### config.mk
export PLATFORM = sky130hd
export DESIGN_NAME = pool_arb_flat
export DESIGN_NICKNAME = d
export VERILOG_FILES = /design/src/rtl/pool_arb_pkg.sv /design/src/rtl/pool_arb_if.sv /design/src/rtl/pool_arb_lane_arb.sv /design/src/rtl/pool_arb.sv /design/src/flat_wrapper.sv
export SDC_FILE = /design/constraint.sdc
export NUM_CORES = 1
export LEC_CHECK = 0
export CELL_PAD_IN_SITES_DETAIL_PLACEMENT = 0
export CELL_PAD_IN_SITES_GLOBAL_PLACEMENT = 2
export CORE_AREA = 2 2 222 224
export DETAILED_ROUTE_END_ITERATION = 16
export DIE_AREA = 0 0 224 226
export PLACE_DENSITY_LB_ADDON = 0.2
export SLEW_MARGIN = 10
export SYNTH_ARGS = -nofsm -noshare
export SYNTH_HDL_FRONTEND = slang
export SYNTH_SLANG_ARGS = --single-unit
export TNS_END_PERCENT = 5
### constraint.sdc
create_clock -name clk -period 14.6 [get_ports clk]
set_input_delay 2.92 -clock clk [delete_from_list [all_inputs] [get_ports clk]]
set_output_delay 2.92 -clock clk [all_outputs]
set_load 0.02 [all_outputs]
### src/rtl/pool_arb_pkg.sv
// rtl/pool_arb_pkg.sv - default widths, arbitration mode encodings and flat-bus offset helpers
package pool_pkg;

   localparam int DEF_N_SRC   = 5;
   localparam int DEF_LANES   = 8;
   localparam int DEF_STAMP_W = 3;
   localparam int DEF_TAKE_W  = 5;
   localparam int DEF_CNT_W   = 16;

   // arbitration modes: fixed priority (highest source index wins) or per-lane round-robin
   localparam int RR_FIXED = 0;
   localparam int RR_ROUND = 1;

   // bit index of the request/ack flag for source s, lane l
   function automatic int req_idx(input int s, input int l, input int lanes);
      return s * lanes + l;
   endfunction

   // bit offset of the w-wide field for source s, lane l
   function automatic int fld_off(input int s, input int l, input int lanes, input int w);
      return (s * lanes + l) * w;
   endfunction

endpackage

### src/rtl/pool_arb_if.sv
// rtl/pool_arb_if.sv - source request bus and conveyor write-back bus
interface pool_arb_if
   import pool_pkg::*;
#(
   parameter int N_SRC   = DEF_N_SRC,
   parameter int LANES   = DEF_LANES,
   parameter int STAMP_W = DEF_STAMP_W,
   parameter int TAKE_W  = DEF_TAKE_W
);
   logic [N_SRC*LANES*STAMP_W-1:0] src_stamp_flat;
   logic [N_SRC*LANES-1:0]         src_stamp_in;
   logic [N_SRC*LANES*TAKE_W-1:0]  src_take_flat;
   logic [N_SRC*LANES-1:0]         src_take_in;
   logic [N_SRC*LANES-1:0]         src_stamp_ack;
   logic [N_SRC*LANES-1:0]         src_take_ack;
   logic [LANES*STAMP_W-1:0]       conveyor_stamp_flat;
   logic [LANES-1:0]               conveyor_stamp_in;
   logic [LANES*TAKE_W-1:0]        conveyor_take_flat;
   logic [LANES-1:0]               conveyor_take_in;
   logic                           conveyor_ready;

   modport master (
      output src_stamp_flat, src_stamp_in, src_take_flat, src_take_in, conveyor_ready,
      input  src_stamp_ack, src_take_ack,
      input  conveyor_stamp_flat, conveyor_stamp_in, conveyor_take_flat, conveyor_take_in
   );

   modport slave (
      input  src_stamp_flat, src_stamp_in, src_take_flat, src_take_in, conveyor_ready,
      output src_stamp_ack, src_take_ack,
      output conveyor_stamp_flat, conveyor_stamp_in, conveyor_take_flat, conveyor_take_in
   );
endinterface

### src/rtl/pool_arb_lane_arb.sv
// rtl/pool_arb_lane_arb.sv - one (channel, lane) arbiter with output register and rr pointer
module pool_lane_arb
   import pool_pkg::*;
#(
   parameter int N_SRC   = DEF_N_SRC,
   parameter int W       = DEF_STAMP_W,
   parameter int RR_MODE = RR_FIXED
) (
   input  logic               clk,
   input  logic               rst,
   input  logic [N_SRC-1:0]   req,
   input  logic [N_SRC*W-1:0] data,
   input  logic               ready,
   output logic [N_SRC-1:0]   ack,
   output logic               conflict,
   output logic               valid,
   output logic [W-1:0]       field
);
   localparam int PW = (N_SRC > 1) ? $clog2(N_SRC) : 1;

   logic [PW-1:0]    ptr;
   logic [PW-1:0]    ptr_nxt;
   logic [PW-1:0]    win;
   logic [PW:0]      cand;
   logic             found;
   logic             load;
   logic [N_SRC-1:0] grant;
   logic [W-1:0]     sel;
   int               nreq;

   // winner search, requester count, ack gating and next pointer
   always_comb begin
      found = 1'b0;
      win   = '0;
      cand  = '0;
      nreq  = 0;
      sel   = '0;
      for (int k = 0; k < N_SRC; k++) begin
         if (req[k]) nreq = nreq + 1;
      end
      if (RR_MODE == RR_ROUND) begin
         for (int k = 0; k < N_SRC; k++) begin
            cand = {1'b0, ptr} + (PW+1)'(k);
            if (cand >= (PW+1)'(N_SRC)) cand = cand - (PW+1)'(N_SRC);
            if (!found && req[cand[PW-1:0]]) begin
               found = 1'b1;
               win   = cand[PW-1:0];
            end
         end
      end else begin
         for (int k = 0; k < N_SRC; k++) begin
            if (req[k]) begin
               found = 1'b1;
               win   = PW'(k);
            end
         end
      end
      for (int k = 0; k < N_SRC; k++) begin
         if (PW'(k) == win) sel = data[k*W +: W];
      end
      grant    = found ? (N_SRC'(1) << win) : '0;
      load     = !rst && (!valid || ready);
      ack      = grant & {N_SRC{load}};
      conflict = load && (nreq >= 2);
      ptr_nxt  = (win == PW'(N_SRC - 1)) ? '0 : win + PW'(1);
   end

   // output register: load winner data, drop valid when idle, hold while stalled
   always_ff @(posedge clk) begin
      if (rst) begin
         valid <= 1'b0;
         field <= '0;
         ptr   <= '0;
      end else if (load) begin
         if (found) begin
            valid <= 1'b1;
            field <= sel;
            if (RR_MODE == RR_ROUND) ptr <= ptr_nxt;
         end else begin
            valid <= 1'b0;
         end
      end
   end

endmodule

### src/rtl/pool_arb.sv
// rtl/pool_arb.sv - per-lane stamp/take arbitration into the conveyor write-back stream
module pool_arb
   import pool_pkg::*;
#(
   parameter int N_SRC   = DEF_N_SRC,
   parameter int LANES   = DEF_LANES,
   parameter int STAMP_W = DEF_STAMP_W,
   parameter int TAKE_W  = DEF_TAKE_W,
   parameter int RR_MODE = RR_FIXED,
   parameter int CNT_W   = DEF_CNT_W
) (
   input  logic             clk,
   input  logic             rst,
   pool_arb_if.slave        bus,
   output logic [CNT_W-1:0] conflict_cnt
);
   localparam int SUM_W = CNT_W + $clog2(2 * LANES + 1) + 1;

   logic [LANES-1:0] st_conf;
   logic [LANES-1:0] tk_conf;
   logic [SUM_W-1:0] sum;

   genvar l, s;
   generate
      for (l = 0; l < LANES; l++) begin : g_lane
         logic [N_SRC-1:0]         st_req, tk_req, st_ack, tk_ack;
         logic [N_SRC*STAMP_W-1:0] st_data;
         logic [N_SRC*TAKE_W-1:0]  tk_data;
         logic                     st_valid, tk_valid;
         logic [STAMP_W-1:0]       st_field;
         logic [TAKE_W-1:0]        tk_field;

         for (s = 0; s < N_SRC; s++) begin : g_src
            assign st_req[s] = bus.src_stamp_in[req_idx(s, l, LANES)];
            assign tk_req[s] = bus.src_take_in[req_idx(s, l, LANES)];
            assign st_data[s*STAMP_W +: STAMP_W] =
               bus.src_stamp_flat[fld_off(s, l, LANES, STAMP_W) +: STAMP_W];
            assign tk_data[s*TAKE_W +: TAKE_W] =
               bus.src_take_flat[fld_off(s, l, LANES, TAKE_W) +: TAKE_W];
            assign bus.src_stamp_ack[req_idx(s, l, LANES)] = st_ack[s];
            assign bus.src_take_ack[req_idx(s, l, LANES)]  = tk_ack[s];
         end

         pool_lane_arb #(.N_SRC(N_SRC), .W(STAMP_W), .RR_MODE(RR_MODE)) u_stamp (
            .clk(clk), .rst(rst), .req(st_req), .data(st_data), .ready(bus.conveyor_ready),
            .ack(st_ack), .conflict(st_conf[l]), .valid(st_valid), .field(st_field)
         );

         pool_lane_arb #(.N_SRC(N_SRC), .W(TAKE_W), .RR_MODE(RR_MODE)) u_take (
            .clk(clk), .rst(rst), .req(tk_req), .data(tk_data), .ready(bus.conveyor_ready),
            .ack(tk_ack), .conflict(tk_conf[l]), .valid(tk_valid), .field(tk_field)
         );

         assign bus.conveyor_stamp_in[l]                    = st_valid;
         assign bus.conveyor_take_in[l]                     = tk_valid;
         assign bus.conveyor_stamp_flat[l*STAMP_W +: STAMP_W] = st_field;
         assign bus.conveyor_take_flat[l*TAKE_W +: TAKE_W]    = tk_field;
      end
   endgenerate

   // total of this cycle's conflict flags added to the running count
   always_comb begin
      sum = SUM_W'(conflict_cnt);
      for (int i = 0; i < LANES; i++) begin
         sum = sum + SUM_W'(st_conf[i]) + SUM_W'(tk_conf[i]);
      end
   end

   // saturating conflict counter
   always_ff @(posedge clk) begin
      if (rst) begin
         conflict_cnt <= '0;
      end else if (sum > SUM_W'({CNT_W{1'b1}})) begin
         conflict_cnt <= '1;
      end else begin
         conflict_cnt <= sum[CNT_W-1:0];
      end
   end

endmodule

### src/flat_wrapper.sv
// flat-port wrapper written by rule: the top's interface ports become plain ports
module pool_arb_flat import pool_pkg::*;
#(
   parameter int N_SRC   = DEF_N_SRC,
   parameter int LANES   = DEF_LANES,
   parameter int STAMP_W = DEF_STAMP_W,
   parameter int TAKE_W  = DEF_TAKE_W,
   parameter int RR_MODE = RR_FIXED,
   parameter int CNT_W   = DEF_CNT_W
)
  (clk, rst, conflict_cnt, bus_src_stamp_flat, bus_src_stamp_in, bus_src_take_flat, bus_src_take_in, bus_conveyor_ready, bus_src_stamp_ack, bus_src_take_ack, bus_conveyor_stamp_flat, bus_conveyor_stamp_in, bus_conveyor_take_flat, bus_conveyor_take_in);
  pool_arb_if #(.N_SRC(N_SRC), .LANES(LANES), .STAMP_W(STAMP_W), .TAKE_W(TAKE_W)) bus_i ();
  input  logic clk;
  input  logic rst;
  output logic [CNT_W-1:0] conflict_cnt;
  input wire logic [$bits(bus_i.src_stamp_flat)-1:0] bus_src_stamp_flat;
  input wire logic [$bits(bus_i.src_stamp_in)-1:0] bus_src_stamp_in;
  input wire logic [$bits(bus_i.src_take_flat)-1:0] bus_src_take_flat;
  input wire logic [$bits(bus_i.src_take_in)-1:0] bus_src_take_in;
  input wire logic [$bits(bus_i.conveyor_ready)-1:0] bus_conveyor_ready;
  output wire logic [$bits(bus_i.src_stamp_ack)-1:0] bus_src_stamp_ack;
  output wire logic [$bits(bus_i.src_take_ack)-1:0] bus_src_take_ack;
  output wire logic [$bits(bus_i.conveyor_stamp_flat)-1:0] bus_conveyor_stamp_flat;
  output wire logic [$bits(bus_i.conveyor_stamp_in)-1:0] bus_conveyor_stamp_in;
  output wire logic [$bits(bus_i.conveyor_take_flat)-1:0] bus_conveyor_take_flat;
  output wire logic [$bits(bus_i.conveyor_take_in)-1:0] bus_conveyor_take_in;
  assign bus_i.src_stamp_flat = bus_src_stamp_flat;
  assign bus_i.src_stamp_in = bus_src_stamp_in;
  assign bus_i.src_take_flat = bus_src_take_flat;
  assign bus_i.src_take_in = bus_src_take_in;
  assign bus_i.conveyor_ready = bus_conveyor_ready;
  assign bus_src_stamp_ack = bus_i.src_stamp_ack;
  assign bus_src_take_ack = bus_i.src_take_ack;
  assign bus_conveyor_stamp_flat = bus_i.conveyor_stamp_flat;
  assign bus_conveyor_stamp_in = bus_i.conveyor_stamp_in;
  assign bus_conveyor_take_flat = bus_i.conveyor_take_flat;
  assign bus_conveyor_take_in = bus_i.conveyor_take_in;
  pool_arb #(.N_SRC(N_SRC), .LANES(LANES), .STAMP_W(STAMP_W), .TAKE_W(TAKE_W), .RR_MODE(RR_MODE), .CNT_W(CNT_W)) u_core (.clk(clk), .rst(rst), .bus(bus_i), .conflict_cnt(conflict_cnt));
endmodule
==> impl_table.tex, run 1 <==
\begin{tabular}{lr}
\hline
Metric & Value \\
\hline
\multicolumn{2}{l}{\textbf{Pwr}} \\
\quad Cell area power density & 73.3 nW/µm² \\
\quad Highest ir drop seen on vdd & between 0.07 and 0.08 mV \\
\quad Switching pwr & 484 µW \\
\quad Combinational Power Share & 54.3\% \\
\quad Clock group share of total power & 21.1\% \\
\quad Proportion of total power due to net switching & just under 40\% \\
\quad Internal Dissipation & about 760 µW \\
\quad Static leakage & 7.10 nW \\
\quad Proportion of power drawn by flip-flops and latches & between 20 and 25\% \\
\multicolumn{2}{l}{\textbf{Synth}} \\
\quad Number of enable-type register cells in the synthesized netlist & 0 \\
\quad Number of synthesized register bits & 96 \\
\quad Area share of xor/xnor cells in the synthesized design & approximately 6\% \\
\quad Synthesized cell area & 10,500 µm² \\
\quad Yosys warns & 0 \\
\quad Number of distinct library cells after synthesis & 50 \\
\quad Main combinational cell family by area after synthesis & simple AND/OR/NAND/NOR gates \\
\quad Fraction of the mapped netlist area in simple logic gates & 23.5\% \\
\quad Leading register cell type out of synthesis & sky130\_fd\_sc\_hd\_\_dfxtp\_1 \\
\quad Portion of netlist area occupied by mux cells & around 18\% \\
\quad Sequential area share after synthesis & between 10\% and 20\% \\
\quad Net count after synthesis & 1,923 \\
\quad Proportion of synthesized flip-flops having asynchronous set or reset & 0\% \\
\quad Compound-cell area share of the yosys netlist & 15.1\% \\
\quad Mean cell area of the mapped netlist & 7.40 µm² \\
\quad Share of synthesized cell area in full adder, half adder and majority cells & around 12\% \\
\quad Count of mapped cells out of synthesis & 1,423 \\
\multicolumn{2}{l}{\textbf{Global routing}} \\
\quad Wire length of the first global-routing pass & 69,500 µm \\
\quad Total routing resource utilization after global routing & 18.1\% \\
\quad Maximum number of pins on one net before global-route repair & 52 \\
\quad Initial antenna violation count & 6 \\
\quad Overall overflow remaining after global route & 0 \\
\quad Via count of the first global-routing pass & 11,600 \\
\multicolumn{2}{l}{\textbf{Worst setup path}} \\
\quad Required time at the worst-slack endpoint & 14.90 ns \\
\quad Worst reg2reg startpoint & u\_core.g\_lane[0].u\_stamp.valid \\
\quad Crit. Startpoint & bus\_src\_take\_in[14] \\
\quad Critical path endpoint category & register \\
\quad Crit Path Category & in2reg \\
\quad Crit path arrival time & 10.25 ns \\
\quad Kind of start point of the critical path & primary input \\
\quad Max FO, Critical Path & 15 \\
\multicolumn{2}{l}{\textbf{Layout}} \\
\quad Share of layout cells above drive strength 1 & 2.46\% \\
\quad Most common cell after layout, fill and taps aside & sky130\_fd\_sc\_hd\_\_clkdlybuf4s50\_1 \\
\quad Net total in the final layout & about 2,400 \\
\quad Final design area excluding fillers & around 17,000 µm² \\
\quad Synth-to-Final Area Change & 61.0\% \\
\quad Most used cells in the layout excluding fill and tap cells & 577 x sky130\_fd\_sc\_hd\_\_clkdlybuf4s50\_1, 168 x sky130\_fd\_sc\_hd\_\_mux2i\_1, 165 x sky130\_fd\_sc\_hd\_\_nor2\_1 \\
\multicolumn{2}{l}{\textbf{Clock network}} \\
\quad Clock transition at the registers of the reported paths & 0.07 ns \\
\quad CTS hold repair buffers & 0 \\
\quad Clock latency of the later-clocked register in the worst-skew pair & roughly 0.37 ns \\
\quad Cts bufs inserted & 9 \\
\quad Clock sink count & between 90 and 100 \\
\quad Cts repair resizes & 0 \\
\quad H-Tree Level Count & 3 \\
\quad Clock Path Buffers & 2 \\
\quad CTS Root Buffer Type & sky130\_fd\_sc\_hd\_\_clkbuf\_16 \\
\quad Post-CTS repair timing setup buffer count & 0 \\
\quad CTS tree & yes \\
\multicolumn{2}{l}{\textbf{Floorplanning}} \\
\quad Number of top-level design ports & 579 \\
\quad Die Height & $\sim$230 µm \\
\quad Number of rows created at floorplan & 81 \\
\quad Width of the die & 224 µm \\
\quad Initial core utilization & 21.8\% \\
\quad Floorplan core area & just under 50,000 µm² \\
\quad Die area & 50,600 µm² \\
\multicolumn{2}{l}{\textbf{STA}} \\
\quad Total negative slack & 0 ns \\
\quad Final-report hold violation count & 0 \\
\quad Min setup slack post-route & 4.65 ns \\
\quad Count of endpoints failing setup in the final report & 0 \\
\quad Maximum clock frequency & 100 MHz \\
\quad Worst slew margin relative to its limit & 42.1\% \\
\quad Unrepaired setup endpoints after global routing & false \\
\quad Layout Skew & between 0.01 and 0.015 ns \\
\quad Pin slew with the least headroom to its limit & roughly 0.87 ns \\
\quad Final period util & about two thirds \\
\quad Final period demand of the worst path & 9.95 ns \\
\quad Final count of pins violating max slew & 0 \\
\multicolumn{2}{l}{\textbf{Detailed routing}} \\
\quad Routed wire per std cell & 18.5 µm \\
\quad Number of DRC violations after detailed-routing iteration 0 & roughly 340 \\
\quad Wire length reported by the detailed router & 46,900 µm \\
\quad Number of search-and-repair iterations in the first detailed-routing pass & 5 \\
\quad Total via count in the routed design & 11,500 \\
\quad Detail-routed via count per cell & 4.51 \\
\quad DRT antenna net count & 0 \\
\quad DRC Markers & 0 \\
\multicolumn{2}{l}{\textbf{Job}} \\
\quad Number of violations of the max-capacitance limit & 0 \\
\multicolumn{2}{l}{\textbf{Placement}} \\
\quad Pre-CTS setup slack & 4.12 ns \\
\quad Post-detail-place hpwl & just under 40,000 µm \\
\quad Placer's final routability congestion estimate & 0.812 \\
\quad Instance area at placement & 16,700 µm² \\
\quad Number of buffer cells added on primary ports & about 580 \\
\multicolumn{2}{l}{\textbf{Min path}} \\
\quad Worst Min Path Start & u\_core.g\_lane[4].u\_take.field[1] \\
\quad Hold WC Path Type & reg2reg \\
\multicolumn{2}{l}{\textbf{Run status}} \\
\quad Result of the run & finished clean \\
\hline
\end{tabular}
cell families (layout without fill, tap and decap cells):
| kind of cell | after synthesis | after routing |
|---|---|---|
| AND/OR/NAND/NOR | 515 | 515 |
| AO/OA/AOI/OAI | 282 | 282 |
| multiplexers | 186 | 186 |
| buffers and inverters | 175 | 666 |
| adder cells (fa/ha/maj) | 97 | 97 |
| flip-flops | 96 | 96 |
| XOR/XNOR | 72 | 72 |
| other | 0 | 2 |
registers in the layout (all words and copies together), names as in the netlist:
| signal | flops |
|---|---|
| u_core.conflict_cnt | 16 |
| u_core.g_lane.u_stamp.field | 24 |
| u_core.g_lane.u_stamp.valid | 8 |
| u_core.g_lane.u_take.field | 40 |
| u_core.g_lane.u_take.valid | 8 |
through the flow:
stage	hold slack [ns]	cells	utilization, %	power (mW)
floorplan	0.493	1423	-	0.717
global placement	0.475	2521	34.4	0.984
detailed placement	0.482	2521	34.4	0.996
CTS	0.500	2536	35.1	1.27
global route	0.532	2537	35.1	1.35
finish	0.495	2538	35.1	1.24
layout make-up:
class | count | area [µm²]
fillers | 5143 | 31400
multi-input cells | 1152 | 7880
repair buffers | 581 | 5810
flip-flops and latches | 96 | 1920
well taps | 622 | 778
inverters | 70 | 263
clock buffers | 13 | 260
clock inverters | 2 | 38.8
diodes | 2 | 5.00
final timing paths:
check / slack, ns / cells past startpoint / end
setup reg to reg: 9.09 / 20 / u_core.conflict_cnt[1]
hold / removal: 0.50 / 2 / u_core.g_lane[4].u_take.field[1]
hold reg to reg: 0.50 / 2 / u_core.g_lane[4].u_take.field[1]
setup / recovery: 4.65 / 25 / u_core.conflict_cnt[1]
synthesized netlist by cell type, types with 17 or more instances:
| cell type | n | share of area (%) |
|---|---|---|
| sky130_fd_sc_hd__and3_1 | 32 | 1.9 |
| sky130_fd_sc_hd__nand2b_1 | 34 | 2.0 |
| sky130_fd_sc_hd__mux2_2 | 18 | 1.9 |
| sky130_fd_sc_hd__o21ai_0 | 121 | 5.7 |
| sky130_fd_sc_hd__nor3b_1 | 31 | 2.2 |
| sky130_fd_sc_hd__a21o_1 | 17 | 1.2 |
| sky130_fd_sc_hd__mux2i_1 | 168 | 16 |
| sky130_fd_sc_hd__nand3_1 | 22 | 1.0 |
| sky130_fd_sc_hd__a31oi_1 | 21 | 1.2 |
| sky130_fd_sc_hd__dfxtp_1 | 96 | 18 |
| sky130_fd_sc_hd__nor2_1 | 165 | 5.9 |
| sky130_fd_sc_hd__nor4b_1 | 17 | 1.4 |
| sky130_fd_sc_hd__clkbuf_1 | 84 | 3.0 |
| sky130_fd_sc_hd__ha_1 | 86 | 10 |
| sky130_fd_sc_hd__xor2_1 | 58 | 4.8 |
| sky130_fd_sc_hd__inv_1 | 70 | 2.5 |
| sky130_fd_sc_hd__nor3_1 | 36 | 1.7 |
| sky130_fd_sc_hd__a21oi_1 | 86 | 4.1 |
| sky130_fd_sc_hd__nand2_1 | 159 | 5.7 |
power groups by stage:
stage / sequential [mW] / combinational [mW] / clock [mW]
floorplan: 0.323 / 0.394 / 0
CTS: 0.305 / 0.689 / 0.275
global placement: 0.311 / 0.673 / 0
finish: 0.305 / 0.675 / 0.262
detailed placement: 0.311 / 0.685 / 0
global route: 0.308 / 0.760 / 0.281
critical path, cell delays in order:
cell	delay (ns)
sky130_fd_sc_hd__clkdlybuf4s50_1	0.72
sky130_fd_sc_hd__inv_1	0.14
sky130_fd_sc_hd__ha_1	0.33
sky130_fd_sc_hd__xor2_1	0.22
sky130_fd_sc_hd__ha_1	0.27
sky130_fd_sc_hd__mux2_2	0.29
sky130_fd_sc_hd__ha_1	0.21
sky130_fd_sc_hd__nor2_1	0.11
sky130_fd_sc_hd__nor2_1	0.05
sky130_fd_sc_hd__o31ai_1	0.53
sky130_fd_sc_hd__fa_1	0.56
sky130_fd_sc_hd__fa_1	0.52
sky130_fd_sc_hd__fa_1	0.54
sky130_fd_sc_hd__inv_1	0.05
sky130_fd_sc_hd__fa_1	0.53
sky130_fd_sc_hd__ha_1	0.18
sky130_fd_sc_hd__inv_1	0.06
sky130_fd_sc_hd__fa_1	0.41
sky130_fd_sc_hd__nor2b_1	0.16
sky130_fd_sc_hd__o31a_1	0.18
sky130_fd_sc_hd__o22ai_1	0.14
sky130_fd_sc_hd__nor2_1	0.19
sky130_fd_sc_hd__nand3b_1	0.13
sky130_fd_sc_hd__o31a_1	0.55
sky130_fd_sc_hd__a21oi_1	0.23
metal layers:
metal  wire, µm  vias up  global-route usage [%]
li1           -     5881                       -
met1      18900     5237                    20.3
met2      24100      287                    33.2
met3       3030       36                    5.13
met4        796       10                    4.69
met5         69        -                       0
Power figures use the tool's default switching activity.
==> inputs of run 2 (changes only) <==
CORE_AREA = default   (was 2 2 222 224)
CORE_MARGIN = 1.5   (was default)
CORE_UTILIZATION = 20   (was default)
DIE_AREA = default   (was 0 0 224 226)
clock period = 9.55 ns   (was 14.6 ns; I/O delays follow)
==> run 2 against run 1 <==
Sequential cell count did not move. Clock-buffer cell count shrank 2. Hold slack improved by 0.0024 ns. Power up 56%. Sequential share of layout area is 0.15 points lower. Via count increased by 0.86%. Clock skew is 0.0028 ns lower. Critical path type unchanged.
==> impl_table.tex, run 2 (synthesized netlist as in run 1, its figures left out) <==
\begin{tabular}{lr}
\hline
Metric & Value \\
\hline
\multicolumn{2}{l}{\textbf{Placement}} \\
\quad Number of buffer cells added on primary ports & 578 \\
\quad Placed Instances & around 2,600 \\
\quad Post-detail-place hpwl & 40,700 µm \\
\quad Pre-CTS setup slack & just over 0.4 ns \\
\quad Placer's final routability congestion estimate & 0.809 \\
\multicolumn{2}{l}{\textbf{Clock network}} \\
\quad CTS hold repair buffers & 0 \\
\quad Post-CTS repair timing setup buffer count & 0 \\
\quad Clock transition at the registers of the reported paths & 0.07 ns \\
\quad Clock sink count & between 90 and 100 \\
\quad CTS Root Buffer Type & sky130\_fd\_sc\_hd\_\_clkbuf\_16 \\
\quad Cts bufs inserted & 9 \\
\quad H-Tree Level Count & 3 \\
\quad CTS tree & yes \\
\quad Cts repair resizes & 0 \\
\quad Clock latency of the later-clocked register in the worst-skew pair & just under 0.4 ns \\
\quad Clock Path Buffers & 2 \\
\multicolumn{2}{l}{\textbf{Pwr}} \\
\quad Highest ir drop seen on vdd & around 0.11 mV \\
\quad Total power of the final layout & 1.93 mW \\
\quad Cell area power density & 113 nW/µm² \\
\quad Static leakage & 7.19 nW \\
\multicolumn{2}{l}{\textbf{Detailed routing}} \\
\quad DRC Markers & 0 \\
\quad Wire length reported by the detailed router & 48,700 µm \\
\quad DRT antenna net count & 0 \\
\quad Total via count in the routed design & 11,500 \\
\quad Number of search-and-repair iterations in the first detailed-routing pass & 5 \\
\quad Detail-routed via count per cell & 4.42 \\
\quad Routed wire per std cell & 18.6 µm \\
\quad Number of DRC violations after detailed-routing iteration 0 & 463 \\
\multicolumn{2}{l}{\textbf{Floorplanning}} \\
\quad Initial core utilization & roughly a fifth \\
\quad Number of rows created at floorplan & 83 \\
\quad Number of top-level design ports & 579 \\
\quad Die area & 54,000 µm² \\
\quad Die Height & 232 µm \\
\quad Floorplan core area & 51,700 µm² \\
\quad Width of the die & 232 µm \\
\multicolumn{2}{l}{\textbf{Global routing}} \\
\quad Overall overflow remaining after global route & 0 \\
\quad Maximum number of pins on one net before global-route repair & 52 \\
\quad Initial antenna violation count & 4 \\
\quad Total routing resource utilization after global routing & 17.5\% \\
\quad Wire length of the first global-routing pass & 71,200 µm \\
\quad Via count of the first global-routing pass & 11,700 \\
\multicolumn{2}{l}{\textbf{STA}} \\
\quad Maximum clock frequency & 116 MHz \\
\quad Final-report hold violation count & 0 \\
\quad Pin slew with the least headroom to its limit & 0.912 ns \\
\quad Final count of pins violating max slew & 0 \\
\quad Min setup slack post-route & 0.902 ns \\
\quad Final period demand of the worst path & approximately 8.6 ns \\
\quad Unrepaired setup endpoints after global routing & false \\
\quad Count of endpoints failing setup in the final report & 0 \\
\quad Worst slew margin relative to its limit & 39.2\% \\
\quad Final period util & between 90\% and 100\% \\
\quad Total negative slack & 0 ns \\
\quad Layout Skew & 0.00879 ns \\
\multicolumn{2}{l}{\textbf{Worst setup path}} \\
\quad Max stage delay on crit path & 0.73 ns \\
\quad Required time at the worst-slack endpoint & between 9 and 10 ns \\
\quad Critical path endpoint category & register \\
\quad Max FO, Critical Path & 15 \\
\quad Crit path arrival time & 8.89 ns \\
\quad Kind of start point of the critical path & primary input \\
\quad Crit Path Category & in2reg \\
\quad Standard cell with the maximum stage delay on the critical path & sky130\_fd\_sc\_hd\_\_clkdlybuf4s50\_1 \\
\multicolumn{2}{l}{\textbf{Layout}} \\
\quad Fillers & 5,565 \\
\quad Utilization after layout & about a third \\
\quad Final Instance Count excl. Fillers & about 2,600 \\
\quad Register name with the most flops & u\_core.g\_lane.u\_take.field \\
\quad Most used cells in the layout excluding fill and tap cells & 577 x sky130\_fd\_sc\_hd\_\_clkdlybuf4s50\_1, 168 x sky130\_fd\_sc\_hd\_\_mux2i\_1, 165 x sky130\_fd\_sc\_hd\_\_nor2\_1 \\
\quad Most common cell after layout, fill and taps aside & sky130\_fd\_sc\_hd\_\_clkdlybuf4s50\_1 \\
\quad Number of flip-flops in the largest register & 40 \\
\quad Synth-to-Final Area Change & 63.1\% \\
\quad Net total in the final layout & 2,427 \\
\quad Share of layout cells above drive strength 1 & 3.42\% \\
\quad Top Registers & u\_core.g\_lane.u\_take.field (40), u\_core.g\_lane.u\_stamp.field (24), u\_core.conflict\_cnt (16) \\
\multicolumn{2}{l}{\textbf{Min path}} \\
\quad Hold WC Path Type & reg2reg \\
\multicolumn{2}{l}{\textbf{Job}} \\
\quad Number of violations of the max-capacitance limit & 0 \\
\multicolumn{2}{l}{\textbf{Run status}} \\
\quad Result of the run & finished clean \\
\hline
\end{tabular}
run 2: changes by cell type in the layout (fill, tap and decap cells not counted), sizes merged:
cell and change:
buf +17, clkinvlp +2, bufinv +1, clkbuf -2
diode +1
run 2: path summary, 6_finish.rpt:
check	from	end	slack, ns	cells past startpoint
min reg2reg	u_core.g_lane[4].u_take.field[4]	u_core.g_lane[4].u_take.field[4]	0.50	2
max reg2reg	u_core.g_lane[0].u_stamp.valid	u_core.conflict_cnt[9]	4.02	20
max	bus_src_take_in[9]	u_core.conflict_cnt[9]	0.90	27
min	u_core.g_lane[4].u_take.field[4]	u_core.g_lane[4].u_take.field[4]	0.50	2
run 2: layout make-up:
cell class              instances  area, µm²  area share (%)
multi-input cells            1152       7880            45.9
repair buffers                598       5930            34.5
flip-flops and latches         96       1920            11.2
well taps                     680        851            4.95
inverters                      70        263            1.53
clock buffers                  11        243            1.41
clock inverters                 5       80.1           0.466
diodes                          3       7.51          0.0437
run 2: worst max-delay path: cells and delay by family:
kind / cells / cell delay [ns]
xor gates and xnor gates: 1 / 0.26
adders and majority gates: 9 / 3.01
buffers and inverters: 6 / 1.20
AOI/OAI and AO/OA: 5 / 1.77
and+or+nand+nor: 5 / 0.47
muxes: 1 / 0.30
run 2: through the flow:
| stage | hold slack [ns] | cell area, µm² |
|---|---|---|
| after global placement | 0.473 | 16900 |
| after detailed placement | 0.482 | 16900 |
| final | 0.498 | 17200 |
| after CTS | 0.503 | 17200 |
| after floorplan | 0.493 | 10500 |
| after global routing | 0.523 | 17200 |
run 2: layer usage:
layer | GRT usage [%] | part of all wire, %
met3 | 5.02 | 5.7
met1 | 19.6 | 40
met2 | 32.6 | 52
met4 | 3.71 | 1.5
met5 | 0 | 0.023
run 2: where the power goes:
group          internal, mW  switching, mW
Sequential            0.434         0.0325
Combinational         0.514          0.527
Clock                 0.237          0.189
==> inputs of run 3 (changes only) <==
CAP_MARGIN = 20   (was default)
GPL_ROUTABILITY_DRIVEN = 0   (was default)
==> results of run 3 <==
Same layout as run 2: the final DEF is identical, and so are final timing and power.
